### config.mk
export PLATFORM = sky130hd
export DESIGN_NAME = dmem_arbiter_flat
export DESIGN_NICKNAME = d
export VERILOG_FILES = /design/src/rtl/dmem_pkg.sv /design/src/rtl/dmem_arbiter_if.sv /design/src/rtl/dmem_arbiter.sv /design/src/flat_wrapper.sv
export SDC_FILE = /design/constraint.sdc
export NUM_CORES = 1
export LEC_CHECK = 0
export CAP_MARGIN = 10
export CORE_UTILIZATION = 44
export DETAILED_ROUTE_END_ITERATION = 8
export PLACE_DENSITY = 0.93
export SKIP_CTS_REPAIR_TIMING = 1
export SYNTH_ARGS = -nofsm -noshare
export SYNTH_HDL_FRONTEND = slang
export SYNTH_SLANG_ARGS = --single-unit
export TNS_END_PERCENT = 10
### constraint.sdc
create_clock -name clk -period 5.3 [get_ports clk]
set_input_delay 0.795 -clock clk [delete_from_list [all_inputs] [get_ports clk]]
set_output_delay 0.795 -clock clk [all_outputs]
set_load 0.01 [all_outputs]
### src/rtl/dmem_pkg.sv
`default_nettype none
// ============================================================================
// Module  : dmem_pkg
// Brief   : Shared constants and types for the data-memory arbiter.
// Revision: 1.0
// ============================================================================
package dmem_pkg;

    localparam int DMEM_AW = 16;
    localparam int DMEM_DW = 16;

    localparam logic PORT_CPU = 1'b0;
    localparam logic PORT_DMA = 1'b1;

    typedef enum logic [0:0] {
        ARB_CPU_PRI   = 1'b0,
        ARB_DMA_FORCE = 1'b1
    } arb_state_e;

endpackage
`default_nettype wire

### src/rtl/dmem_arbiter_if.sv
`default_nettype none
// ============================================================================
// Module  : dmem_arbiter_if
// Brief   : Requester-side bus of the data-memory arbiter (one per port).
// Revision: 1.0
// ============================================================================
interface dmem_arbiter_if
    import dmem_pkg::*;
#(
    parameter int AW = DMEM_AW,
    parameter int DW = DMEM_DW
);
    logic          req;
    logic          we;
    logic [AW-1:0] addr;
    logic [DW-1:0] wdata;
    logic          gnt;
    logic          rvalid;
    logic [DW-1:0] rdata;

    modport master (output req, we, addr, wdata, input gnt, rvalid, rdata);
    modport slave  (input req, we, addr, wdata, output gnt, rvalid, rdata);
endinterface
`default_nettype wire

### src/rtl/dmem_arbiter.sv
`default_nettype none
// ============================================================================
// Module  : dmem_arbiter
// Brief   : CPU-priority arbiter for the single-ported data memory with
//           DMA starvation guard and one-cycle read return.
// Revision: 1.0
// ============================================================================
module dmem_arbiter
    import dmem_pkg::*;
#(
    parameter int AW         = DMEM_AW,
    parameter int DW         = DMEM_DW,
    parameter int STARVE_MAX = 4
) (
    input  wire logic          clk,
    input  wire logic          rst,
    dmem_arbiter_if.slave      cpu_bus,
    dmem_arbiter_if.slave      dma_bus,
    output logic [AW-1:0]      mem_addr_o,
    output logic               mem_re_o,
    output logic               mem_we_o,
    output logic [DW-1:0]      mem_wdata_o,
    input  wire logic [DW-1:0] mem_rd_data_i
);

    localparam logic [3:0] c_starve_last = 4'(STARVE_MAX - 1);

    arb_state_e    state_q, state_d;
    logic [3:0]    starve_q, starve_d;
    logic [1:0]    rd_pend_q;          // {valid, port id}
    logic [DW-1:0] cpu_rdata_q, dma_rdata_q;
    logic [AW-1:0] addr_q;
    logic [DW-1:0] wdata_q;

    logic          w_cpu_gnt, w_dma_gnt, w_any_gnt, w_win_we, w_rd_gnt;
    logic [AW-1:0] w_win_addr;
    logic [DW-1:0] w_win_wdata;

    // Grants are suppressed while reset is asserted so every output reads 0.
    always_comb begin
        w_cpu_gnt = 1'b0;
        w_dma_gnt = 1'b0;
        if (!rst) begin
            if (state_q == ARB_DMA_FORCE) begin
                w_dma_gnt = dma_bus.req;
                w_cpu_gnt = cpu_bus.req & ~dma_bus.req;
            end else begin
                w_cpu_gnt = cpu_bus.req;
                w_dma_gnt = dma_bus.req & ~cpu_bus.req;
            end
        end
    end

    assign w_any_gnt   = w_cpu_gnt | w_dma_gnt;
    assign w_win_we    = w_dma_gnt ? dma_bus.we    : cpu_bus.we;
    assign w_win_addr  = w_dma_gnt ? dma_bus.addr  : cpu_bus.addr;
    assign w_win_wdata = w_dma_gnt ? dma_bus.wdata : cpu_bus.wdata;
    assign w_rd_gnt    = w_any_gnt & ~w_win_we;

    always_comb begin
        state_d  = state_q;
        starve_d = 4'd0;
        if (dma_bus.req && !w_dma_gnt) begin
            starve_d = (starve_q == 4'hF) ? 4'hF : starve_q + 4'd1;
        end
        case (state_q)
            ARB_CPU_PRI: begin
                if (dma_bus.req && !w_dma_gnt && starve_q == c_starve_last) begin
                    state_d = ARB_DMA_FORCE;
                end
            end
            default: begin
                if (w_dma_gnt || !dma_bus.req) begin
                    state_d = ARB_CPU_PRI;
                end
            end
        endcase
    end

    // Memory latches read data while clk is low, so it is stable at the
    // posedge closing the grant cycle and is captured there.
    always_ff @(posedge clk or posedge rst) begin
        if (rst) begin
            state_q     <= ARB_CPU_PRI;
            starve_q    <= 4'd0;
            rd_pend_q   <= 2'b00;
            cpu_rdata_q <= '0;
            dma_rdata_q <= '0;
            addr_q      <= '0;
            wdata_q     <= '0;
        end else begin
            state_q   <= state_d;
            starve_q  <= starve_d;
            rd_pend_q <= {w_rd_gnt, w_dma_gnt};
            if (w_rd_gnt && w_cpu_gnt) begin
                cpu_rdata_q <= mem_rd_data_i;
            end
            if (w_rd_gnt && w_dma_gnt) begin
                dma_rdata_q <= mem_rd_data_i;
            end
            if (w_any_gnt) begin
                addr_q  <= w_win_addr;
                wdata_q <= w_win_wdata;
            end
        end
    end

    assign cpu_bus.gnt    = w_cpu_gnt;
    assign dma_bus.gnt    = w_dma_gnt;
    assign cpu_bus.rvalid = rd_pend_q[1] & (rd_pend_q[0] == PORT_CPU);
    assign dma_bus.rvalid = rd_pend_q[1] & (rd_pend_q[0] == PORT_DMA);
    assign cpu_bus.rdata  = cpu_rdata_q;
    assign dma_bus.rdata  = dma_rdata_q;

    // Idle cycles keep the last winner's address/data to avoid bus toggling.
    assign mem_addr_o  = w_any_gnt ? w_win_addr  : addr_q;
    assign mem_wdata_o = w_any_gnt ? w_win_wdata : wdata_q;
    assign mem_re_o    = w_rd_gnt;
    assign mem_we_o    = w_any_gnt & w_win_we;

endmodule
`default_nettype wire

### src/flat_wrapper.sv
// flat-port wrapper written by rule: the top's interface ports become plain ports
module dmem_arbiter_flat import dmem_pkg::*;
#(
    parameter int AW         = DMEM_AW,
    parameter int DW         = DMEM_DW,
    parameter int STARVE_MAX = 4
)
  (clk, rst, mem_addr_o, mem_re_o, mem_we_o, mem_wdata_o, mem_rd_data_i, cpu_bus_req, cpu_bus_we, cpu_bus_addr, cpu_bus_wdata, cpu_bus_gnt, cpu_bus_rvalid, cpu_bus_rdata, dma_bus_req, dma_bus_we, dma_bus_addr, dma_bus_wdata, dma_bus_gnt, dma_bus_rvalid, dma_bus_rdata);
  dmem_arbiter_if #(.AW(AW), .DW(DW)) cpu_bus_i ();
  dmem_arbiter_if #(.AW(AW), .DW(DW)) dma_bus_i ();
  input  wire logic clk;
  input  wire logic rst;
  output logic [AW-1:0] mem_addr_o;
  output logic mem_re_o;
  output logic mem_we_o;
  output logic [DW-1:0] mem_wdata_o;
  input  wire logic [DW-1:0] mem_rd_data_i;
  input wire logic [$bits(cpu_bus_i.req)-1:0] cpu_bus_req;
  input wire logic [$bits(cpu_bus_i.we)-1:0] cpu_bus_we;
  input wire logic [$bits(cpu_bus_i.addr)-1:0] cpu_bus_addr;
  input wire logic [$bits(cpu_bus_i.wdata)-1:0] cpu_bus_wdata;
  output wire logic [$bits(cpu_bus_i.gnt)-1:0] cpu_bus_gnt;
  output wire logic [$bits(cpu_bus_i.rvalid)-1:0] cpu_bus_rvalid;
  output wire logic [$bits(cpu_bus_i.rdata)-1:0] cpu_bus_rdata;
  input wire logic [$bits(dma_bus_i.req)-1:0] dma_bus_req;
  input wire logic [$bits(dma_bus_i.we)-1:0] dma_bus_we;
  input wire logic [$bits(dma_bus_i.addr)-1:0] dma_bus_addr;
  input wire logic [$bits(dma_bus_i.wdata)-1:0] dma_bus_wdata;
  output wire logic [$bits(dma_bus_i.gnt)-1:0] dma_bus_gnt;
  output wire logic [$bits(dma_bus_i.rvalid)-1:0] dma_bus_rvalid;
  output wire logic [$bits(dma_bus_i.rdata)-1:0] dma_bus_rdata;
  assign cpu_bus_i.req = cpu_bus_req;
  assign cpu_bus_i.we = cpu_bus_we;
  assign cpu_bus_i.addr = cpu_bus_addr;
  assign cpu_bus_i.wdata = cpu_bus_wdata;
  assign cpu_bus_gnt = cpu_bus_i.gnt;
  assign cpu_bus_rvalid = cpu_bus_i.rvalid;
  assign cpu_bus_rdata = cpu_bus_i.rdata;
  assign dma_bus_i.req = dma_bus_req;
  assign dma_bus_i.we = dma_bus_we;
  assign dma_bus_i.addr = dma_bus_addr;
  assign dma_bus_i.wdata = dma_bus_wdata;
  assign dma_bus_gnt = dma_bus_i.gnt;
  assign dma_bus_rvalid = dma_bus_i.rvalid;
  assign dma_bus_rdata = dma_bus_i.rdata;
  dmem_arbiter #(.AW(AW), .DW(DW), .STARVE_MAX(STARVE_MAX)) u_core (.clk(clk), .rst(rst), .cpu_bus(cpu_bus_i), .dma_bus(dma_bus_i), .mem_addr_o(mem_addr_o), .mem_re_o(mem_re_o), .mem_we_o(mem_we_o), .mem_wdata_o(mem_wdata_o), .mem_rd_data_i(mem_rd_data_i));
endmodule
==> results of run 1 <==
[layer usage]
| metal | up-vias | track usage | routed length (µm) |
|---|---|---|---|
| met4 | 0 | 0.114 | 256 |
| met1 | 1413 | 0.317 | 3730 |
| met2 | 169 | 0.447 | 4640 |
| met5 | - | 0 | 0 |
| met3 | 26 | 0.0667 | 836 |
| li1 | 1328 | - | - |
[area by class of cell]
class | instances | share of cell area
Clock inverter | 6 | 0.0185
Clock buffer | 10 | 0.0276
Multi-Input combinational cell | 190 | 0.252
Inverter | 3 | 0.00226
Tap cell | 96 | 0.0241
Timing Repair Buffer | 161 | 0.320
Sequential cell | 71 | 0.356
[logic make-up (layout without fill, tap and decap cells)]
family | Yosys count | count (layout)
flip-flops | 71 | 71
AND/OR/NAND/NOR | 82 | 82
adder cells (fa/ha/maj) | 1 | 1
multiplexers | 32 | 32
buffers and inverters | 28 | 180
AO/OA/AOI/OAI | 75 | 75
[registers in the layout, indices dropped and copies added, names as in the netlist]
| name | count |
|---|---|
| u_core.addr_q | 16 |
| u_core.state_q | 1 |
| u_core.starve_q | 4 |
| u_core.dma_bus.rdata | 16 |
| u_core.rd_pend_q | 2 |
| u_core.cpu_bus.rdata | 16 |
| u_core.wdata_q | 16 |
[power by group through the flow]
stage | combinational, mW | clock, mW | sequential (mW)
floorplan | 0.168 | 0 | 0.697
global placement | 0.452 | 0 | 0.674
detailed placement | 0.466 | 0 | 0.681
CTS | 0.470 | 0.501 | 0.672
global route | 0.502 | 0.524 | 0.680
finish | 0.467 | 0.495 | 0.672
[worst paths after layout]
check | from | end | slack [ns] | cells after the start
max | rst | mem_wdata_o[11] | 1.08 | 6
min | u_core.cpu_bus.rdata[1]$_DFFE_PP0P_ | u_core.cpu_bus.rdata[1]$_DFFE_PP0P_ | 0.51 | 1
max reg2reg | u_core.state_q$_DFF_PP0_ | u_core.cpu_bus.rdata[12]$_DFFE_PP0P_ | 3.16 | 2
min reg2reg | u_core.cpu_bus.rdata[1]$_DFFE_PP0P_ | u_core.cpu_bus.rdata[1]$_DFFE_PP0P_ | 0.51 | 1
max in group asynchronous | rst | u_core.wdata_q[15]$_DFF_PP0_ | 3.43 | 3
min in group asynchronous | rst | u_core.dma_bus.rdata[12]$_DFFE_PP0P_ | 1.31 | 3
[critical path, stage by stage]
cell             delay, ns
clkdlybuf4s50_1       0.58
o21ba_2               0.68
buf_4                 0.45
nor2_1                0.09
a31oi_1               0.23
clkdlybuf4s50_1       0.58
[through the flow]
stage | instance area [µm²] | power [mW] | std cells | util
6_report | 4990 | 1.63 | 537 | 0.727
5_1_grt | 4990 | 1.71 | 537 | 0.727
4_1_cts | 4990 | 1.64 | 537 | 0.726
3_5_place_dp | 4760 | 1.15 | 521 | 0.693
3_3_place_gp | 4760 | 1.13 | 521 | 0.693
2_1_floorplan | 3160 | 0.865 | 289 | -
[placed cells by master, fill, tap and decap left out, drive strengths merged]
master,instances
clkinvlp,2
a211oi,2
a2111oi,1
o21ai,34
nor4b,1
nand3,34
mux2,32
nor2b,2
clkinv,1
nand2b,2
clkbuf,10
inv,4
ha,1
bufinv,2
buf,6
dfrtp,71
a31oi,33
a21boi,1
and3,1
nor3,1
o21ba,1
nand4,1
a21oi,3
clkdlybuf4s50,155
and2,1
nand2,1
nor2,38
==> flow_metrics.tcl, run 1 <==
set metrics [dict create \
    yosys-top-cells-area "dfrtp_1, mux2_2, a31oi_1" \
    fp.dieW_um 86.8 \
    critPathKind "in2out" \
    synth_cells 289 \
    clk_path_buf_depth 2 \
    fmax_mhz 237 \
    yosysMostFrequentCell "dfrtp_1" \
    slew_headroom 0.193 \
    drv_cap 0 \
    arrival_ns 3.42 \
    p_switching_uw 446 \
    place_ws_ns 0.869 \
    drt-total-wl_mm 9.46 \
    crit_fanout 40 \
    first_pass_iters 4 \
    vias 2936 \
    rows 30 \
    io_pins 156 \
    drt_iter0_drc 143 \
    min_period_ns 4.22 \
    synth_edf_count 0 \
    synth_compound_area_frac 0.143 \
    synth_top_family_by_area "compound AO/OA/AOI/OAI gates" \
    place_congestion 0.729 \
    gr-total-overflow 0 \
    timing.hold.ws_ns 0.510 \
    area_growth_pct 57.9 \
    synth_ff_type "dfrtp_1" \
    syn_area_um2 3160 \
    numCtsBuffers 9 \
    synth_fa_ha_area_frac 0.00396 \
    hold_class "reg2reg" \
    rsz0062_at_grt "false" \
    grt_usage 0.263 \
    fin_crit_sh 0.796 \
    final_layout_size_suffix_gt1_frac 0.132 \
    ant_nets 0 \
    synth-warning-count 0 \
    worstMarginPinSlew_ns 1.21 \
    vdd_drop_max_mv 0.153 \
    cts_sinks 71 \
    vias_per_cell 5.47 \
    synthArstFlopShare 1.00 \
    grt_pass1_vias 2979 \
    core_area_um2 6870 \
    final_hold_viol_count 0 \
    synth_xor_xnor_area_share 0 \
    crit_required_ns 4.51 \
    antenna_found_initial 0 \
    synth_mux_area_frac 0.126 \
    grt_pass1_wl_mm 14.9 \
    worstSetupStartpointType "input port" \
    start_util 0.460 \
    power.density_nw_per_um2 327 \
    dieArea_um2 7530 \
    clock_skew_ns 0.00900 \
    tns_ns 0 \
    combPwrFrac 0.286 \
    fillCellCount 475 \
    leakagePower_nw 1.98 \
    drc 0 \
    drv_slew 0 \
    clock_latency_ns 0.35 \
    synth-seq-cells 71 \
    hpwlAfterDp_mm 6.56 \
    run_status "finished clean" \
    ff_latch_area_um2 1780 \
    switching_share 0.273 \
    syn_avg_cell_area_um2 10.9 \
    fin_ws_ns 1.08 \
    synth.distinct_cells 30 \
    antenna_cells 0 \
    place.port_buffers 155 \
    clk_pin_slew_ns 0.08 \
    yosysTopAreaCellShare 0.562 \
    die_h_um 86.8 \
    root_buffer "clkbuf_8" \
    cts_tree "done" \
    htree_levels 3 \
    multi_input_area_um2 1260 \
    yosys.area.top_type "dfrtp_1" \
    setup_viol_count_final 0 \
    yosysSeqAreaShare 0.562 \
    cp-end-kind "output pin" \
    wire_per_inst_um 17.6 \
    grt_start_max_net_pins 72 \
    seqPwrFrac 0.411 \
    synthSimpleGateAreaFrac 0.124 \
    yosys-top-cells-count "dfrtp_1, nor2_1, nand3_1, o21ai_0, a31oi_1" \
    fin_nets 523 \
    synth_fp_nets 376 \
    clkPwrFrac 0.303 \
    p_int_mw 1.19 \
]
Power figures use the tool's default switching activity.
==> inputs of run 2 (changes only) <==
Settings changed: CORE_UTILIZATION 44 to 40, PLACE_DENSITY 0.93 to 0.87.
Clock period 5.3 ns to 4.2 ns, I/O delays scaled along.
==> flow_metrics.tcl, run 2 (synthesized netlist as in run 1, its figures left out) <==
set metrics [dict create \
    first_pass_iters 4 \
    min_period_ns 3.54 \
    ant_nets 0 \
    clock_latency_ns 0.34 \
    critPathMostFrequentCell "clkdlybuf4s50_1" \
    run_status "finished clean" \
    fin_crit_sh 0.844 \
    holdPathEnd "u_core.cpu_bus.rdata[15]$_DFFE_PP0P_" \
    p_switching_uw 528 \
    start_util 0.411 \
    dieArea_um2 8260 \
    combPwrFrac 0.284 \
    hpwlAfterDp_mm 5.95 \
    r2r_slack_ns 2.39 \
    final_layout_size_suffix_gt1_frac 0.135 \
    p_int_mw 1.54 \
    grt_usage 0.210 \
    vdd_drop_max_mv 0.198 \
    min_from "u_core.cpu_bus.rdata[15]$_DFFE_PP0P_" \
    rr_startpoint "u_core.state_q$_DFF_PP0_" \
    clkPwrFrac 0.309 \
    arrival_ns 2.91 \
    crit_fanout 28 \
    io_pins 156 \
    finalPower_mw 2.07 \
    fmax_mhz 282 \
    postPlaceCellArea_um2 4810 \
    gr-total-overflow 0 \
    antenna_found_initial 0 \
    power.density_nw_per_um2 409 \
    fin_nets 526 \
    root_buffer "clkbuf_8" \
    cts_tree "done" \
    drv_cap 0 \
    worstMarginPinSlew_ns 0.888 \
    clk_pin_slew_ns 0.08 \
    setup_viol_count_final 0 \
    tns_ns 0 \
    vias_per_cell 5.21 \
    wire_per_inst_um 15.5 \
    cp-end-kind "output pin" \
    numCtsBuffers 9 \
    worstSetupStartpointType "input port" \
    r2r_cells 3 \
    drt_iter0_drc 93 \
    antenna_cells 0 \
    clock_skew_ns 0.0114 \
    final_common_cell "clkdlybuf4s50_1" \
    grt_pass1_wl_mm 13.8 \
    ff_latch_area_um2 1780 \
    critPathSlowestCell "clkdlybuf4s50_1" \
    cts_sinks 71 \
    crit_required_ns 3.57 \
    die_h_um 90.9 \
    htree_levels 3 \
    rsz0062_at_grt "false" \
    drt-total-wl_mm 8.46 \
    utilization 0.657 \
    clk_path_buf_depth 2 \
    final_cell_mix "clkdlybuf4s50_1, dfrtp_1, nor2_1" \
    fillCellCount 620 \
    grt_pass1_vias 2854 \
    rows 32 \
    multi_input_area_um2 1250 \
    seqPwrFrac 0.407 \
    drc 0 \
    hold_class "reg2reg" \
    fp.dieW_um 90.9 \
    hold_depth 1 \
    switching_share 0.255 \
    drv_slew 0 \
    core_area_um2 7690 \
    slew_headroom 0.408 \
    critPathKind "in2out" \
    grt_start_max_net_pins 72 \
    area_growth_pct 59.8 \
    timing.hold.ws_ns 0.504 \
    place_congestion 0.797 \
    leakagePower_nw 2.01 \
    crit_chain "clkdlybuf4s50_1 -> nand2b_1 -> buf_12 -> o21ai_0 -> a21boi_0 -> clkdlybuf4s50_1" \
    final_hold_viol_count 0 \
    fin_area_um2 5050 \
    vias 2838 \
    place.port_buffers 155 \
    max_stage_delay_ns 0.68 \
    r2r-end "u_core.cpu_bus.rdata[0]$_DFFE_PP0P_" \
]
run 2: power groups by stage:
stage          Sequential, mW  Combinational, mW  Clock, mW
3_5_place_dp            0.856              0.589          0
5_1_grt                 0.856              0.629      0.683
2_1_floorplan           0.880              0.212          0
6_report                0.842              0.587      0.639
4_1_cts                 0.843              0.593      0.651
3_3_place_gp            0.848              0.578          0
run 2: worst max path at each step:
stage	startpoint	to	slack (ns)	depth (start not counted)
after floorplan	rst	mem_we_o	0.62	4
after global placement	rst	mem_we_o	0.64	6
after detailed placement	rst	mem_we_o	0.62	6
after CTS	rst	mem_we_o	0.61	6
after global routing	rst	mem_we_o	0.53	6
final	rst	mem_we_o	0.66	6
run 2: stage by stage:
step | setup slack, ns | std cells
2_1_floorplan | 0.624 | 289
3_5_place_dp | 0.621 | 529
3_3_place_gp | 0.637 | 529
4_1_cts | 0.613 | 544
6_report | 0.656 | 545
5_1_grt | 0.533 | 545
run 2: final cells by class:
type	count	area share
clock buffers	9	0.0245
clock inverters	6	0.0218
inverters	3	0.00223
multi-input cells	190	0.248
flip-flops and latches	71	0.352
well taps	102	0.0253
repair buffers	164	0.326
run 2: metal layers:
metal	vias to the layer above	part of all wire	global-route usage
li1	1338	-	-
met4	0	0.011	0.0754
met1	1378	0.41	0.255
met5	-	0	0
met2	111	0.51	0.362
met3	11	0.060	0.0513
run 2: critical path, delay by kind of cell:
| kind | cells | cell delay (ns) |
|---|---|---|
| buffers and inverters | 3 | 1.50 |
| AND/OR/NAND/NOR | 1 | 0.34 |
| AO/OA/AOI/OAI | 2 | 0.43 |
==> inputs of run 3 (changes only) <==
Clock period 4.2 ns to 3.7 ns, I/O delays scaled along.
==> flow_metrics.tcl, run 3 (synthesized netlist as in run 1, its figures left out) <==
set metrics [dict create \
    antenna_found_initial 0 \
    fmax_mhz 317 \
    vias_per_cell 5.26 \
    clk_pin_slew_ns 0.07 \
    grt_start_max_net_pins 72 \
    drt-total-wl_mm 8.75 \
    place.port_buffers 155 \
    slew_headroom 0.412 \
    cts_sinks 71 \
    drv_slew 0 \
    hold_class "reg2reg" \
    first_pass_iters 4 \
    final_layout_size_suffix_gt1_frac 0.137 \
    place_congestion 0.783 \
    htree_levels 3 \
    worstSetupStartpointType "input port" \
    wire_per_inst_um 16.0 \
    busiest_layer "met2" \
    r2r-end "u_core.dma_bus.rdata[10]$_DFFE_PP0P_" \
    min_period_ns 3.15 \
    final_common_cell "clkdlybuf4s50_1" \
    clock_latency_ns 0.33 \
    vdd_drop_max_mv 0.270 \
    grt_usage 0.216 \
    arrival_ns 2.60 \
    start_util 0.411 \
    cp-end-kind "output pin" \
    rsz0062_at_grt "false" \
    run_status "finished clean" \
    grt_pass1_vias 2883 \
    drc 0 \
    io_pins 156 \
    dieArea_um2 8260 \
    use_met2 0.368 \
    final_hold_viol_count 0 \
    fin_crit_sh 0.852 \
    core_area_um2 7690 \
    clk_path_buf_depth 2 \
    die_h_um 90.9 \
    gr-total-overflow 0 \
    cts_tree "done" \
    r2r_slack_ns 1.86 \
    final_cell_mix "clkdlybuf4s50_1, dfrtp_1, nor2_1" \
    leakagePower_nw 2.00 \
    crit_fanout 43 \
    utilization 0.652 \
    min_from "u_core.dma_bus.rdata[12]$_DFFE_PP0P_" \
    fin_nets 528 \
    power.density_nw_per_um2 447 \
    antenna_cells 0 \
    grt_use_met1 0.266 \
    crit_required_ns 3.14 \
    tns_ns 0 \
    hpwlAfterDp_mm 6.17 \
    root_buffer "clkbuf_8" \
    vias 2877 \
    worstMarginPinSlew_ns 0.882 \
    grt_pass1_wl_mm 14.0 \
    r2r_cells 5 \
    endpoint "mem_addr_o[3]" \
    area_growth_pct 58.6 \
    drt_iter0_drc 138 \
    setup_viol_count_final 0 \
    fp.dieW_um 90.9 \
    clock_skew_ns 0.00699 \
    rr_startpoint "u_core.state_q$_DFF_PP0_" \
    ant_nets 0 \
    critPathKind "in2out" \
    rows 32 \
    numCtsBuffers 9 \
    drv_cap 0 \
    grt_use_met3 0.0539 \
    critPathLaunch "rst" \
]
## run 3: area by class of cell
| class | instances | area (µm²) |
|---|---|---|
| Clock buffer | 12 | 155 |
| Clock inverter | 3 | 42.5 |
| Timing Repair Buffer | 166 | 1650 |
| Fill cell | 623 | 2670 |
| Multi-Input combinational cell | 190 | 1250 |
| Tap cell | 102 | 128 |
| Inverter | 3 | 11.3 |
| Sequential cell | 71 | 1780 |
## run 3: power breakdown
group	internal [mW]	switching [mW]	leakage [nW]
registers	0.901	0.0575	0.830
clock network	0.344	0.269	0.0985
logic	0.406	0.264	1.07
total	1.65	0.590	2.00
## run 3: worst min-delay path by stage
stage / end / cells past startpoint
2_1_floorplan: u_core.starve_q[0]$_DFF_PP0_ / 1
3_3_place_gp: u_core.cpu_bus.rdata[15]$_DFFE_PP0P_ / 1
3_5_place_dp: u_core.dma_bus.rdata[4]$_DFFE_PP0P_ / 1
4_1_cts: u_core.cpu_bus.rdata[15]$_DFFE_PP0P_ / 1
5_1_grt: u_core.dma_bus.rdata[12]$_DFFE_PP0P_ / 1
6_report: u_core.dma_bus.rdata[12]$_DFFE_PP0P_ / 1
## run 3: worst max-delay path, stage by stage
cell and delay (ns):
clkdlybuf4s50_1 0.45, o21ba_2 0.46, buf_12 0.25, nor2_1 0.07, a31oi_1 0.21, clkdlybuf4s50_1 0.60
## run 3: layer usage
metal  vias to the layer above  part of all wire
li1                       1347                 -
met1                      1391              0.42
met2                       128              0.50
met3                        11             0.064
met4                         0             0.012
met5                         -                 0
## run 3: stage by stage
| stage | cells | cell area, µm² | power (mW) | setup slack [ns] | hold WS (ns) |
|---|---|---|---|---|---|
| after floorplan | 289 | 3160 | 1.24 | 0.274 | 0.471 |
| after global placement | 532 | 4820 | 1.62 | 0.595 | 0.476 |
| after detailed placement | 532 | 4820 | 1.65 | 0.540 | 0.492 |
| after CTS | 547 | 5010 | 2.26 | 0.551 | 0.511 |
| after global routing | 547 | 5010 | 2.35 | 0.437 | 0.529 |
| final | 547 | 5010 | 2.24 | 0.548 | 0.513 |
